--- config.mk ---
export PLATFORM = sky130hd
export DESIGN_NAME = exu_ctrl
export DESIGN_NICKNAME = d
export VERILOG_FILES = /design/src/rtl/exu_ctrl_pkg.sv /design/src/rtl/exu_ctrl_cnt.sv /design/src/rtl/exu_ctrl.sv
export SDC_FILE = /design/constraint.sdc
export NUM_CORES = 1
export LEC_CHECK = 0
export ABC_CLOCK_PERIOD_IN_PS = 6100
export CORE_ASPECT_RATIO = 1.2
export CORE_MARGIN = 1
export CORE_UTILIZATION = 45
export DETAILED_ROUTE_END_ITERATION = 16
export PLACE_DENSITY = 0.75
export SYNTH_ARGS = -nofsm -noshare
export SYNTH_HDL_FRONTEND = slang
export SYNTH_SLANG_ARGS = --single-unit
--- constraint.sdc ---
create_clock -name clk -period 6.1 [get_ports clk]
set_input_delay 0.915 -clock clk [delete_from_list [all_inputs] [get_ports clk]]
set_output_delay 0.915 -clock clk [all_outputs]
set_load 0.1 [all_outputs]
--- src/rtl/exu_ctrl_pkg.sv ---
// Shared definitions for the NPC multi-cycle sequencer: state encoding,
// timeout default and the flag bundle latched in EXEC.
package exu_ctrl_pkg;

    localparam int EXU_STATE_WIDTH = 3;
    localparam int EXU_TIMEOUT     = 255;

    typedef enum logic [EXU_STATE_WIDTH-1:0] {
        S_IDLE  = 3'd0,
        S_FETCH = 3'd1,
        S_IWAIT = 3'd2,
        S_EXEC  = 3'd3,
        S_MREQ  = 3'd4,
        S_MWAIT = 3'd5,
        S_WB    = 3'd6,
        S_HALT  = 3'd7
    } exu_state_e;

    typedef struct packed {
        logic load;
        logic store;
        logic branch;
        logic jump;
        logic rd_wen;
        logic taken;
    } exu_flags_t;

    function automatic logic take_target(input exu_flags_t f);
        return f.jump | (f.branch & f.taken);
    endfunction

endpackage

--- src/rtl/exu_ctrl_cnt.sv ---
// Performance counters (mcycle, minstret) and the bus-wait timeout counter.
module exu_ctrl_cnt #(
    parameter int CNT_WIDTH = 64,
    parameter int TO_WIDTH  = 8
) (
    input  logic                 clk,
    input  logic                 rst,
    input  logic                 cyc_en,
    input  logic                 ret,
    input  logic                 to_run,
    output logic [CNT_WIDTH-1:0] mcycle,
    output logic [CNT_WIDTH-1:0] minstret,
    output logic [TO_WIDTH-1:0]  to_cnt
);

    always_ff @(posedge clk or negedge rst) begin
        if (!rst) begin
            mcycle   <= '0;
            minstret <= '0;
            to_cnt   <= '0;
        end else begin
            if (cyc_en) mcycle <= mcycle + CNT_WIDTH'(1);
            if (ret)    minstret <= minstret + CNT_WIDTH'(1);
            // Held at zero outside the wait states, so it starts fresh on every entry.
            to_cnt <= to_run ? to_cnt + TO_WIDTH'(1) : '0;
        end
    end

endmodule

--- src/rtl/exu_ctrl.sv ---
// Multi-cycle sequencer: fetch / execute / memory / write-back, with halt on
// ebreak or bus timeout.
module exu_ctrl
    import exu_ctrl_pkg::*;
#(
    parameter int ISA_WIDTH = 32,
    parameter int CNT_WIDTH = 64,
    parameter int TIMEOUT   = EXU_TIMEOUT,
    parameter int TO_WIDTH  = 8
) (
    input  logic                 clk,
    input  logic                 rst,
    output logic                 ifu_req_valid,
    input  logic                 ifu_req_ready,
    input  logic                 ifu_rsp_valid,
    output logic                 inst_we,
    input  logic                 is_load,
    input  logic                 is_store,
    input  logic                 is_branch,
    input  logic                 is_jump,
    input  logic                 is_ebreak,
    input  logic                 rd_wen,
    input  logic [ISA_WIDTH-1:0] alu_result,
    output logic                 lsu_req_valid,
    input  logic                 lsu_req_ready,
    output logic                 lsu_wen,
    input  logic                 lsu_rsp_valid,
    output logic                 reg_we,
    output logic                 pc_we,
    output logic                 pc_sel,
    output logic                 halt,
    output logic                 err,
    output logic [CNT_WIDTH-1:0] mcycle,
    output logic [CNT_WIDTH-1:0] minstret
);

    localparam logic [TO_WIDTH-1:0] TO_LAST = TO_WIDTH'(TIMEOUT - 1);

    exu_state_e          state, state_nxt;
    exu_flags_t          flags_q;
    logic [TO_WIDTH-1:0] to_cnt;
    logic                waiting, to_hit, timeout;
    logic                unused_bits;

    assign waiting     = (state == S_IWAIT) || (state == S_MWAIT);
    // Last wait cycle: a response arriving now still wins over the timeout.
    assign to_hit      = (to_cnt == TO_LAST);
    assign halt        = (state == S_HALT);
    assign unused_bits = ^{alu_result[ISA_WIDTH-1:1], flags_q.load};

    always_ff @(posedge clk or negedge rst) begin
        if (!rst) begin
            state   <= S_IDLE;
            flags_q <= '0;
            err     <= 1'b0;
        end else begin
            state <= state_nxt;
            if (state == S_EXEC) begin
                flags_q <= '{load:   is_load,
                             store:  is_store,
                             branch: is_branch,
                             jump:   is_jump,
                             rd_wen: rd_wen,
                             taken:  alu_result[0]};
            end
            if (timeout) err <= 1'b1;
        end
    end

    always_comb begin
        state_nxt     = state;
        ifu_req_valid = 1'b0;
        inst_we       = 1'b0;
        lsu_req_valid = 1'b0;
        lsu_wen       = 1'b0;
        reg_we        = 1'b0;
        pc_we         = 1'b0;
        pc_sel        = 1'b0;
        timeout       = 1'b0;
        case (state)
            S_IDLE:  state_nxt = S_FETCH;
            S_FETCH: begin
                ifu_req_valid = 1'b1;
                if (ifu_req_ready) state_nxt = S_IWAIT;
            end
            S_IWAIT: begin
                if (ifu_rsp_valid) begin
                    inst_we   = 1'b1;
                    state_nxt = S_EXEC;
                end else if (to_hit) begin
                    timeout   = 1'b1;
                    state_nxt = S_HALT;
                end
            end
            S_EXEC: begin
                if (is_ebreak)                state_nxt = S_HALT;
                else if (is_load || is_store) state_nxt = S_MREQ;
                else                          state_nxt = S_WB;
            end
            S_MREQ: begin
                lsu_req_valid = 1'b1;
                lsu_wen       = flags_q.store;
                if (lsu_req_ready) state_nxt = S_MWAIT;
            end
            S_MWAIT: begin
                if (lsu_rsp_valid) begin
                    state_nxt = S_WB;
                end else if (to_hit) begin
                    timeout   = 1'b1;
                    state_nxt = S_HALT;
                end
            end
            S_WB: begin
                pc_we     = 1'b1;
                pc_sel    = take_target(flags_q);
                reg_we    = flags_q.rd_wen & ~flags_q.store;
                state_nxt = S_FETCH;
            end
            S_HALT:  state_nxt = S_HALT;
            default: state_nxt = S_IDLE;
        endcase
    end

    exu_ctrl_cnt #(
        .CNT_WIDTH (CNT_WIDTH),
        .TO_WIDTH  (TO_WIDTH)
    ) u_cnt (
        .clk      (clk),
        .rst      (rst),
        .cyc_en   (state != S_HALT),
        .ret      (pc_we),
        .to_run   (waiting),
        .mcycle   (mcycle),
        .minstret (minstret),
        .to_cnt   (to_cnt)
    );

endmodule

==> results <==
- Setup repair after global routing left no endpoint under its margin.
- Power spread over the standard cell area amounts to around 320 nW/µm².
- The worst setup path startpoint is state[1].
- The actual transition at the worst max-transition pin is approximately 1.0 ns.
- The source-to-sink clock delay at the later pin of the worst-skew pair is 0.42 ns.
- The instance count of the mapped netlist is about 670.
- Counting I/O delays and the setup requirement, the final critical path takes 3.84 ns.
- Measured in cells, the most critical reg-to-reg path has a length of 5.
- The number of gates resized after CTS was 0.
- The most common flop cell mapped by yosys is dfrtp_1.
- The DRC violations left is 0.
- The TritonCTS clock tree is done.
- Counting distinct cell types in the post-synthesis netlist gives between 40 and 50.
- The number of placement rows is 49.
- The first-pass GRT wire length is 26.5 mm.
- The layout overhead on the synthesized area is 33.5%.
- STA classifies the critical path startpoint as a register.
- Along the worst path, the maximum fanout reaches 13.
- Cells fill between 60 and 70% of the core in the end.
- The count of filler cells inserted in the layout is 1261.
- The met2 demand-to-capacity share in global routing is 36.1%.
- The cell type with the highest aggregate area in the netlist is dfrtp_1.
- The tool flagged a number of max-cap violations equal to 0.
- The number of nets at the end of the flow is a little under 900.
- The fraction of the yosys area taken by sequential cells is roughly 53%.
- The synthesized design devotes to its leading area cell type ~53% of total area.
- The number of buffers added to fix hold violations after cts is 0.
- The H-tree was split into 4 levels.
- The worst hold slack is approximately 0.47 ns.
- Buffers added to address setup during post-CTS repair amount to 0.
- The region available for standard cell placement spans 15000 µm².
- The longest clock path from root to sink contains 2 buffers.
- The detailed-placement wirelength estimate is ~12 mm.
- In the global route stage, overall resource usage came out at 21.6%.
- When the netlist entered floorplanning its net count stood at around 720.
- The Yosys step of the flow raised 0 warnings.
- For the final database, setup skew stands at around 0.009 ns.
- The share of layout cells above drive strength 1 is roughly 5.9%.
- In the final routed layout, each cell accounts on average for around 15 µm.
- The run finished with clean final reports.
- The area used by multi-input combinational logic is 3120 µm².
- The reg-to-reg critical path endpoint is u_cnt.minstret[61].
- STA classifies the critical path endpoint as an output pin.
- The number of antenna cells inserted is 0.
- The global routing stage identified its most utilized layer as met2.
- For this run, global-route usage on met1 was measured as approximately a quarter.
- The post-route setup TNS is 0 ns.
- The share of the cycle needed by the critical path after routing is 63.0%.
- The number of vias after detailed routing is approximately 5600.
- The number of detailed-routing iterations run before antenna repair is 5.
- The launch instance of the worst register-to-register path is state[1].
- The number of synthesized flops with an enable pin is 0.
- In this run the register-to-register setup slack is around 3.3 ns.
- Each instance of the synthesized netlist takes up on average 10.3 µm².
- The width of the die is 115 µm.
- In this run the cell area of the synthesized design comes to 6890 µm².
- The min-delay analysis places its worst path in the category register to register.
- Sorting the synthesized cells by area gives the leading types as dfrtp_1 (53%), xor2_1 (8.6%), xnor2_1 (8.1%), nand2_1 (4.1%), nand4_1 (4.0%).
- The final max-slew violation count is 0.
- In this run the tool buffered the top-level ports with 149 buffer cells.
- Wires add up to between 15 and 20 mm.
- The area of the die is 15800 µm².
- The normalized max-slew margin is a little under a third.
- The worst hold path stage count is 1.
- The flip-flop and latch count after synthesis is around 150.
- The standby leakage power is just under 4 nW.
- The initial antenna violation count came to 0.
- In the layout the commonest cells are clkdlybuf4s50_1 (148), dfrtp_1 (145), nand2_1 (76), xor2_1 (68), xnor2_1 (64).
- The startpoint identified for the worst hold timing path is u_cnt.minstret[63].
- The tree is rooted in a clkbuf_16.
- For this design, the sink count on the clock tree is between 100 and 150.
- Including well taps, the total number of placed cells is 1014.
- The final weighted congestion of routability-driven global placement is around 0.85.
- The worst-case setup slack after placement is approximately 2.3 ns.
- Leaving out fill and tap cells, the most frequent cell in the layout is clkdlybuf4s50_1.
- During I/O placement, the number of pins put on the boundary was roughly 180.
- The height of the die is 138 µm.
- After detailed routing, the number of vias per cell comes to ~5.4.
- The pin count of the biggest net entering global routing is 80.
- The worst hold path terminates at u_cnt.minstret[63].
- Across the whole layout, storage elements account for 3630 µm².
- STA puts the critical path data required time at around 5.2 ns.
- Data arrives at the worst endpoint at about 2.9 ns.
- Buffers inserted during clock tree synthesis total 17.
- Once the floorplan was initialized, standard cells occupied a little under half of the core.
- Setup violations remaining at the end of the flow were counted as 0.
- The met3 track demand over resource in global routing is 4.53%.
- The via count of the first global-routing pass is around 5400.
- The fraction of registers with async set or reset after synthesis is between 90% and 100%.
- The peak supply drop is around 0.56 mV.
- Static timing analysis puts the maximum clock frequency at 260 MHz.
- For this run, the number of standard cells in the final layout without fillers is 1046.
- Across all setup checks in the final design, the least slack found is approximately 2.3 ns.
- The number of nets with antenna violations after routing is 0.
- The clock-pin slew reported for the worst setup and hold paths after clock tree synthesis is 0.06 ns.
- The classification of the worst setup path is register to output pin.
- The violation count after the first detailed-routing iteration is about 320.
- The overflow left after global routing is 0.
- The final hold violation count is 0.
==> synth_stat cells (7+ instances only) <==
| master | instances |
|---|---|
| nor4_1 | 20 |
| xor2_1 | 68 |
| nor2_1 | 56 |
| nor3_1 | 39 |
| dfrtp_1 | 145 |
| nand2_1 | 76 |
| nand3_1 | 51 |
| xnor2_1 | 64 |
| nand4_1 | 44 |
| and3_1 | 15 |
| inv_1 | 18 |
| and4_1 | 7 |
==> per-stage QoR <==
step / area [µm²] / power [mW]
floorplan: 6890 / 1.67
global placement: 8580 / 1.83
detailed placement: 8580 / 1.84
CTS: 9200 / 2.92
global route: 9200 / 3.01
finish: 9200 / 2.90
==> critical path: stages (launching register included) <==
cell	delay [ns]
dfrtp_1	0.58
nand3b_1	0.44
nor3b_1	0.32
clkdlybuf4s50_1	1.17
==> state kept, by name, indices dropped and copies added (netlist names) <==
| register | count |
|---|---|
| err | 1 |
| flags_q | 5 |
| state | 3 |
| u_cnt.mcycle | 64 |
| u_cnt.minstret | 64 |
| u_cnt.to_cnt | 8 |
==> final cells by class <==
class                      instances  share of cell area [%]
sequential                       145                    39.5
multi-input combinational        496                    34.0
timing repair buffer             150                    16.3
clock buffer                      18                    4.78
tap                              204                    2.78
clock inverter                    14                    1.93
inverter                          19                   0.776
==> kinds of logic after synthesis <==
kind of cell | synth area share [%]
buffers and inverters | 2.00
muxes | 0.309
and+or+nand+nor | 26.3
AOI/OAI and AO/OA | 1.22
DFF | 52.7
adders and majority gates | 0.727
xor gates and xnor gates | 16.8
==> worst max-delay path by stage <==
stage	cells past startpoint	slack, ns	to
floorplan	3	1.49	lsu_wen
global placement	3	2.34	inst_we
detailed placement	3	2.34	inst_we
CTS	3	2.24	reg_we
global route	3	2.11	reg_we
finish	3	2.26	reg_we
==> metal layers <==
| metal | wire (µm) | vias up |
|---|---|---|
| met5 | 0 | - |
| met4 | 437 | 0 |
| met3 | 823 | 36 |
| met2 | 8150 | 193 |
| met1 | 6750 | 2733 |
| li1 | - | 2655 |
==> report_power, final <==
part / internal, mW / total, mW / switching, mW
clock: 0.659 / 1.08 / 0.418
sequential: 1.03 / 1.12 / 0.0951
combinational: 0.178 / 0.698 / 0.519
total: 1.87 / 2.90 / 1.03
No activity file was read; power rests on OpenSTA's default activity.
